**src/rtl/keypad_pkg.sv**
```systemverilog
// Shared types for the keypad scanner: FSM states, frame classes, code width.
package keypad_pkg;

    // Debounce counter width; DEBOUNCE is limited to 1..15
    localparam int unsigned DB_CNT_W = 4;

    typedef enum logic [1:0] {
        ST_IDLE     = 2'd0,
        ST_DEBOUNCE = 2'd1,
        ST_PRESSED  = 2'd2,
        ST_RELEASE  = 2'd3
    } kp_state_e;

    typedef enum logic [1:0] {
        FR_NONE  = 2'd0,
        FR_ONE   = 2'd1,
        FR_MULTI = 2'd2
    } frame_kind_e;

    // Key code width for a rows x cols matrix
    function automatic int unsigned keypad_cw(input int unsigned rows, input int unsigned cols);
        return $clog2(rows * cols);
    endfunction

endpackage

```
**src/rtl/keypad_col_scanner.sv**
```systemverilog
// Column ring with dwell counter; emits the one-cold column drive, the driven
// column index, a strobe in the last dwell cycle and a frame-end strobe.
module keypad_col_scanner #(
    parameter  int unsigned COLS     = 4,
    parameter  int unsigned SCAN_DIV = 100,
    localparam int unsigned CIW      = $clog2(COLS),
    localparam int unsigned DW       = $clog2(SCAN_DIV)
) (
    input  logic            clk_i,
    input  logic            rst_i,
    output logic [COLS-1:0] col_n_o,
    output logic [CIW-1:0]  col_idx_o,
    output logic            sample_o,
    output logic            frame_end_o
);

    logic [DW-1:0]   dwell_q, dwell_d;
    logic [CIW-1:0]  col_q, col_d;
    logic [COLS-1:0] col_n_q, col_n_d;
    logic            sample_q, sample_d;
    logic            frame_end_q, frame_end_d;
    logic            last_c;

    // Next dwell/column; strobes are precomputed so they are registered
    always_comb begin
        last_c  = (dwell_q == DW'(SCAN_DIV - 1));
        dwell_d = dwell_q + DW'(1);
        col_d   = col_q;
        if (last_c) begin
            dwell_d = '0;
            col_d   = (col_q == CIW'(COLS - 1)) ? '0 : col_q + CIW'(1);
        end
        col_n_d     = ~(COLS'(1) << col_d);
        sample_d    = (dwell_d == DW'(SCAN_DIV - 1));
        frame_end_d = sample_d && (col_d == CIW'(COLS - 1));
    end

    // Scan state registers
    always_ff @(posedge clk_i or posedge rst_i) begin
        if (rst_i) begin
            dwell_q     <= '0;
            col_q       <= '0;
            col_n_q     <= ~COLS'(1);
            sample_q    <= 1'b0;
            frame_end_q <= 1'b0;
        end else begin
            dwell_q     <= dwell_d;
            col_q       <= col_d;
            col_n_q     <= col_n_d;
            sample_q    <= sample_d;
            frame_end_q <= frame_end_d;
        end
    end

    assign col_n_o     = col_n_q;
    assign col_idx_o   = col_q;
    assign sample_o    = sample_q;
    assign frame_end_o = frame_end_q;

endmodule

```
**src/rtl/keypad_scan_db.sv**
```systemverilog
// Matrix keypad scanner with frame-based debounce and a one-deep key buffer.
module keypad_scan_db
    import keypad_pkg::*;
#(
    parameter  int unsigned COLS     = 4,
    parameter  int unsigned ROWS     = 4,
    parameter  int unsigned SCAN_DIV = 100,
    parameter  int unsigned DEBOUNCE = 3,
    localparam int unsigned CW       = keypad_cw(ROWS, COLS)
) (
    input  logic            clk,
    input  logic            rst,
    output logic [COLS-1:0] col_n,
    input  logic [ROWS-1:0] row_n,
    output logic [CW-1:0]   key_code,
    output logic            key_valid,
    input  logic            key_ack,
    output logic            key_held,
    output logic            overrun
);

    localparam int unsigned CIW   = $clog2(COLS);
    localparam int unsigned RIW   = $clog2(ROWS);
    localparam int unsigned CNT_W = DB_CNT_W;

    logic [CIW-1:0]   col_idx;
    logic             sample;
    logic             frame_end;

    logic [3:0]       closed_c;
    logic [RIW-1:0]   first_row_c;
    logic [CW-1:0]    sample_code_c;
    logic [1:0]       merged_cnt_c;
    logic [CW-1:0]    merged_code_c;
    frame_kind_e      frame_kind_c;

    logic [1:0]       acc_cnt_q;
    logic [CW-1:0]    acc_code_q;

    kp_state_e        state_q;
    logic [CW-1:0]    cand_q;
    logic [CNT_W-1:0] cnt_q;
    logic [CNT_W-1:0] cnt_inc_c;
    logic             accept_c;
    logic             ack_ok_c;

    logic [CW-1:0]    key_code_q;
    logic             key_valid_q;
    logic             key_held_q;
    logic             overrun_q;

    keypad_col_scanner #(
        .COLS     (COLS),
        .SCAN_DIV (SCAN_DIV)
    ) u_scan (
        .clk_i       (clk),
        .rst_i       (rst),
        .col_n_o     (col_n),
        .col_idx_o   (col_idx),
        .sample_o    (sample),
        .frame_end_o (frame_end)
    );

    // Decode the current row sample and merge it into the running frame result
    always_comb begin
        closed_c    = 4'd0;
        first_row_c = '0;
        for (int r = 0; r < int'(ROWS); r++) begin
            if (!row_n[r]) begin
                if (closed_c == 4'd0) begin
                    first_row_c = RIW'(r);
                end
                closed_c = closed_c + 4'd1;
            end
        end
        sample_code_c = CW'(32'(first_row_c) * COLS + 32'(col_idx));

        merged_cnt_c  = acc_cnt_q;
        merged_code_c = acc_code_q;
        if (closed_c >= 4'd2) begin
            merged_cnt_c = 2'd2;
        end else if (closed_c == 4'd1) begin
            if (acc_cnt_q == 2'd0) begin
                merged_cnt_c  = 2'd1;
                merged_code_c = sample_code_c;
            end else begin
                merged_cnt_c = 2'd2;
            end
        end

        frame_kind_c = FR_NONE;
        if (merged_cnt_c == 2'd1) begin
            frame_kind_c = FR_ONE;
        end else if (merged_cnt_c == 2'd2) begin
            frame_kind_c = FR_MULTI;
        end
    end

    // Contact accumulator, cleared at each frame end
    always_ff @(posedge clk or posedge rst) begin
        if (rst) begin
            acc_cnt_q  <= 2'd0;
            acc_code_q <= '0;
        end else if (sample) begin
            if (frame_end) begin
                acc_cnt_q  <= 2'd0;
                acc_code_q <= '0;
            end else begin
                acc_cnt_q  <= merged_cnt_c;
                acc_code_q <= merged_code_c;
            end
        end
    end

    // Acceptance fires on the frame end that completes the debounce run
    always_comb begin
        cnt_inc_c = cnt_q + CNT_W'(1);
        accept_c  = 1'b0;
        if (frame_end && (frame_kind_c == FR_ONE)) begin
            if ((state_q == ST_IDLE) && (DEBOUNCE == 1)) begin
                accept_c = 1'b1;
            end else if ((state_q == ST_DEBOUNCE) && (merged_code_c == cand_q) &&
                         (cnt_inc_c == CNT_W'(DEBOUNCE))) begin
                accept_c = 1'b1;
            end
        end
        ack_ok_c = key_ack && key_valid_q;
    end

    // Debounce FSM, stepped only at frame ends; owns key_held
    always_ff @(posedge clk or posedge rst) begin
        if (rst) begin
            state_q    <= ST_IDLE;
            cand_q     <= '0;
            cnt_q      <= '0;
            key_held_q <= 1'b0;
        end else if (frame_end) begin
            case (state_q)
                ST_IDLE: begin
                    if (frame_kind_c == FR_ONE) begin
                        if (DEBOUNCE == 1) begin
                            state_q    <= ST_PRESSED;
                            key_held_q <= 1'b1;
                        end else begin
                            state_q <= ST_DEBOUNCE;
                            cand_q  <= merged_code_c;
                            cnt_q   <= CNT_W'(1);
                        end
                    end
                end
                ST_DEBOUNCE: begin
                    if (frame_kind_c == FR_ONE) begin
                        if (merged_code_c == cand_q) begin
                            if (cnt_inc_c == CNT_W'(DEBOUNCE)) begin
                                state_q    <= ST_PRESSED;
                                key_held_q <= 1'b1;
                                cnt_q      <= '0;
                            end else begin
                                cnt_q <= cnt_inc_c;
                            end
                        end else begin
                            cand_q <= merged_code_c;
                            cnt_q  <= CNT_W'(1);
                        end
                    end else begin
                        state_q <= ST_IDLE;
                        cnt_q   <= '0;
                    end
                end
                ST_PRESSED: begin
                    if (frame_kind_c == FR_NONE) begin
                        if (DEBOUNCE == 1) begin
                            state_q    <= ST_IDLE;
                            key_held_q <= 1'b0;
                            cnt_q      <= '0;
                        end else begin
                            state_q <= ST_RELEASE;
                            cnt_q   <= CNT_W'(1);
                        end
                    end
                end
                ST_RELEASE: begin
                    if (frame_kind_c == FR_NONE) begin
                        if (cnt_inc_c == CNT_W'(DEBOUNCE)) begin
                            state_q    <= ST_IDLE;
                            key_held_q <= 1'b0;
                            cnt_q      <= '0;
                        end else begin
                            cnt_q <= cnt_inc_c;
                        end
                    end else begin
                        state_q <= ST_PRESSED;
                        cnt_q   <= '0;
                    end
                end
                default: begin
                    state_q <= ST_IDLE;
                    cnt_q   <= '0;
                end
            endcase
        end
    end

    // One-deep key buffer with acknowledge and sticky overrun
    always_ff @(posedge clk or posedge rst) begin
        if (rst) begin
            key_code_q  <= '0;
            key_valid_q <= 1'b0;
            overrun_q   <= 1'b0;
        end else if (accept_c) begin
            if (key_valid_q && !key_ack) begin
                overrun_q <= 1'b1;
            end else begin
                key_code_q  <= merged_code_c;
                key_valid_q <= 1'b1;
                if (ack_ok_c) begin
                    overrun_q <= 1'b0;
                end
            end
        end else if (ack_ok_c) begin
            key_valid_q <= 1'b0;
            overrun_q   <= 1'b0;
        end
    end

    assign key_code  = key_code_q;
    assign key_valid = key_valid_q;
    assign key_held  = key_held_q;
    assign overrun   = overrun_q;

endmodule

```
**config.mk**
```make
export PLATFORM = sky130hd
export DESIGN_NAME = keypad_scan_db
export DESIGN_NICKNAME = d
export VERILOG_FILES = /design/src/rtl/keypad_pkg.sv /design/src/rtl/keypad_col_scanner.sv /design/src/rtl/keypad_scan_db.sv
export SDC_FILE = /design/constraint.sdc
export NUM_CORES = 1
export LEC_CHECK = 0
export ABC_CLOCK_PERIOD_IN_PS = 3100
export CELL_PAD_IN_SITES_DETAIL_PLACEMENT = 1
export CELL_PAD_IN_SITES_GLOBAL_PLACEMENT = 1
export CORE_ASPECT_RATIO = 0.5
export CORE_MARGIN = 2
export CORE_UTILIZATION = 45
export CTS_BUF_LIST = sky130_fd_sc_hd__clkbuf_8 sky130_fd_sc_hd__clkbuf_16
export CTS_CLUSTER_SIZE = 20
export DETAILED_ROUTE_END_ITERATION = 6
export PLACE_DENSITY = 0.77
export SLEW_MARGIN = 20
export SYNTH_ARGS = -nofsm -noshare
export SYNTH_HDL_FRONTEND = slang
export SYNTH_HIERARCHICAL = 1
export SYNTH_SLANG_ARGS = --single-unit
```
**constraint.sdc**
```tcl
create_clock -name clk -period 3.1 [get_ports clk]
set_input_delay 0.62 -clock clk [delete_from_list [all_inputs] [get_ports clk]]
set_output_delay 0.62 -clock clk [all_outputs]
set_load 0.05 [all_outputs]
```
==> impl_metrics.env <==
export IMPL_status="complete, but fails checks"
export IMPL_violations="negative setup slack"
export IMPL_cp_required_ns=3.28
export IMPL_synth_nets=253
export IMPL_drc_errors=0
export IMPL_min_path_cells=1
export IMPL_io_pins=18
export IMPL_drtAntennaViolNets=0
export IMPL_yosysMostFrequentCell="dfrtp_1"
export IMPL_synth_simple_gate_area_frac=0.194
export IMPL_fin_ws_ns=-0.106
export IMPL_synth_mux_area_frac=0.0803
export IMPL_min_to="key_code[1]$_DFFE_PP0P_"
export IMPL_dp_cells=350
export IMPL_irDropWorstVdd_v=0.000202
export IMPL_ys_seq_area_frac=0.401
export IMPL_wirelength_mm=7.11
export IMPL_worstMarginPinSlew_ns=0.928
export IMPL_fin_crit_sh=1.03
export IMPL_yosys_top_cells_area="dfrtp_1 37%, ha_1 6.3%, nand2_1 3.8%"
export IMPL_dpl_worst_slack_ns=-0.961
export IMPL_area_growth_pct=36.4
export IMPL_clockBufferDepth=2
export IMPL_setup_viol=8
export IMPL_port_buffers=17
export IMPL_cts_hold_buf=0
export IMPL_slew_headroom=0.381
export IMPL_finalHoldViolCount=0
export IMPL_first_pass_iters=4
export IMPL_synthArstFlopShare=1.00
export IMPL_hold_start="key_code[1]$_DFFE_PP0P_"
export IMPL_drt_iter0_drc=100
export IMPL_worst_ep_arrival_time_ns=3.38
export IMPL_antenna_found_initial=0
export IMPL_start_util=0.475
export IMPL_die_area_sq_um=5930
export IMPL_crit_type="in2reg"
export IMPL_cts_tree="done"
export IMPL_hpwl_mm=4.42
export IMPL_rrSetupSlack_ns=0.58
export IMPL_final_max_slew_viol_count=0
export IMPL_avgViaCountPerCell=5.54
export IMPL_gp_congestion=0.821
export IMPL_syn_avg_cell_area_sq_um=10.2
export IMPL_grt_pass1_wl_mm=11.3
export IMPL_synth_seq_cells=38
export IMPL_drt_wirelength_per_cell_um=19.3
export IMPL_fin_crit_ns=3.21
export IMPL_num_rows=18
export IMPL_cts_max_level=2
export IMPL_crit_fanout=3
export IMPL_syn_area_sq_um=2380
export IMPL_numCtsBuffers=5
export IMPL_coreArea_sq_um=5020
export IMPL_synth_top_cell_area_share=0.367
export IMPL_synth_top_family_by_area="simple AND/OR/NAND/NOR gates"
export IMPL_endpoint_kind="flop"
export IMPL_min_path_type="reg2reg"
export IMPL_fp_dieW_um=107
export IMPL_synth_compound_area_frac=0.162
export IMPL_reg2reg_depth=8
export IMPL_synthAdderAreaFrac=0.0630
export IMPL_fmax_ghz=0.312
export IMPL_dpl_instance_area_sq_um=2970
export IMPL_synth_top_area_cell="dfrtp_1"
export IMPL_instances_no_fill=368
export IMPL_overflow=0
export IMPL_tns_ns=-0.488
export IMPL_grt_pass1_vias=2241
export IMPL_fin_skew_ns=0.0158
export IMPL_power_density_nw_per_um2=347
export IMPL_grt_usage=0.243
export IMPL_holdWs_ns=0.535
export IMPL_path_clk_slew_ns=0.08
export IMPL_startpoint_type="primary input"
export IMPL_cap_violations=0
export IMPL_p_leak_uw=0.00152
export IMPL_yosysWarningCount=6
export IMPL_fin_nets=316
export IMPL_synth_cells=234
export IMPL_antenna_cells=0
export IMPL_synth_xor_area_frac=0.0499
export IMPL_die_y_um=55.5
export IMPL_synth_edf_count=0
export IMPL_grt_start_max_net_pins=24
export IMPL_final_area_sq_um=3250
export IMPL_drive_above_1_share=0.376
export IMPL_r2r_end="key_code[3]$_DFFE_PP0P_"
export IMPL_synth_commonest_cells="35 x dfrtp_1, 24 x nand2_1, 19 x inv_1"
export IMPL_r2r_start="u_scan/col_idx_o[0]$_DFF_PP0_"
export IMPL_root_buffer="clkbuf_8"
export IMPL_fillCellCount=543
export IMPL_synthFlopType="dfrtp_1"
export IMPL_vias=2037
export IMPL_rsz0062_at_grt="true"
export IMPL_netlist_cell_type_count=56
export IMPL_cts_sinks=38
export IMPL_insertion_delay_ns=0.30
-- metrics by stage --
stage                      util  total power (uW)
after CTS                 0.631              1110
after floorplan               -               628
after detailed placement  0.591               716
final                     0.647              1130
after global placement    0.591               709
after global routing      0.647              1170
-- logic make-up after synthesis --
group / count (synthesis)
AOI/OAI and AO/OA: 52
adders and majority gates: 12
muxes: 16
xor gates and xnor gates: 12
and+or+nand+nor: 79
DFF: 38
buffers and inverters: 25
-- cell usage in the layout (no fill, tap or decap), types with 7 or more instances in the layout --
master and instances:
buf_4 37, dfrtp_1 35, nor3_1 7, nand3_1 7, inv_1 14, nand2_1 20, mux2_4 8, a21oi_1 12
buf_6 9, ha_1 9, clkdlybuf4s50_1 14, nor2_1 10
-- what timing repair did --
action / 4_1_cts / 5_1_grt
resized for setup: 24 / 16
buffers inserted: 8 / 4
cloned: 0 / 0
pin swaps: 12 / 4
endpoints found under the setup margin: 17 / 16
-- worst max path at each step --
stage | start | end | slack (ns) | depth (start not counted)
global placement | row_n[0] | key_code[0]$_DFFE_PP0P_ | -0.82 | 19
detailed placement | row_n[1] | key_code[0]$_DFFE_PP0P_ | -0.96 | 19
global route | row_n[0] | overrun$_DFF_PP0_ | -0.20 | 20
CTS | row_n[0] | key_code[0]$_DFFE_PP0P_ | -0.1 | 19
finish | row_n[1] | cand_q[1]$_DFFE_PP0P_ | -0.11 | 17
floorplan | row_n[0] | key_code[0]$_DFFE_PP0P_ | -0.35 | 17
-- sequential cells by signal (all words and copies together) (netlist names), 2 cells and up --
name,flops
key_code,4
state_q,2
u_scan/col_n_o,4
cand_q,4
u_scan/dwell_q,7
acc_code_q,4
u_scan/col_idx_o,2
cnt_q,4
acc_cnt_q,2
-- worst max-delay path, cell delays in order --
cell and delay [ns]:
buf_6 0.10, buf_6 0.12, inv_8 0.05, ha_4 0.20, xnor2_4 0.17, inv_2 0.07
ha_4 0.15, nor2b_1 0.16, a21oi_2 0.20, buf_4 0.16, mux2i_4 0.29, nor4_4 0.07
buf_4 0.15, buf_4 0.12, o32a_4 0.22, a21o_4 0.24, mux2_4 0.29
-- report_power, final --
| group | total [uW] | switching (uW) | internal, uW |
|---|---|---|---|
| Combinational | 259 | 124 | 135 |
| Clock | 372 | 193 | 179 |
| Sequential | 495 | 0 | 495 |
| Total | 1130 | 317 | 809 |
-- layout make-up --
cell class	count	area [sq um]	area share
Clock buffer	6	82.6	0.0254
Clock inverter	2	12.5	0.00385
Inverter	19	86.3	0.0266
Multi-Input combinational cell	171	1480	0.457
Sequential cell	38	955	0.294
Tap cell	70	87.6	0.0269
Timing Repair Buffer	62	543	0.167
-- layer usage --
layer / wire, um / vias up / part of all wire / GRT usage
li1: - / 941 / - / -
met1: 3140 / 1030 / 0.44 / 0.302
met2: 3600 / 53 / 0.51 / 0.449
met3: 229 / 13 / 0.032 / 0.0449
met4: 132 / 0 / 0.019 / 0.0390
met5: 0 / - / 0 / 0
Power figures use the tool's default switching activity.
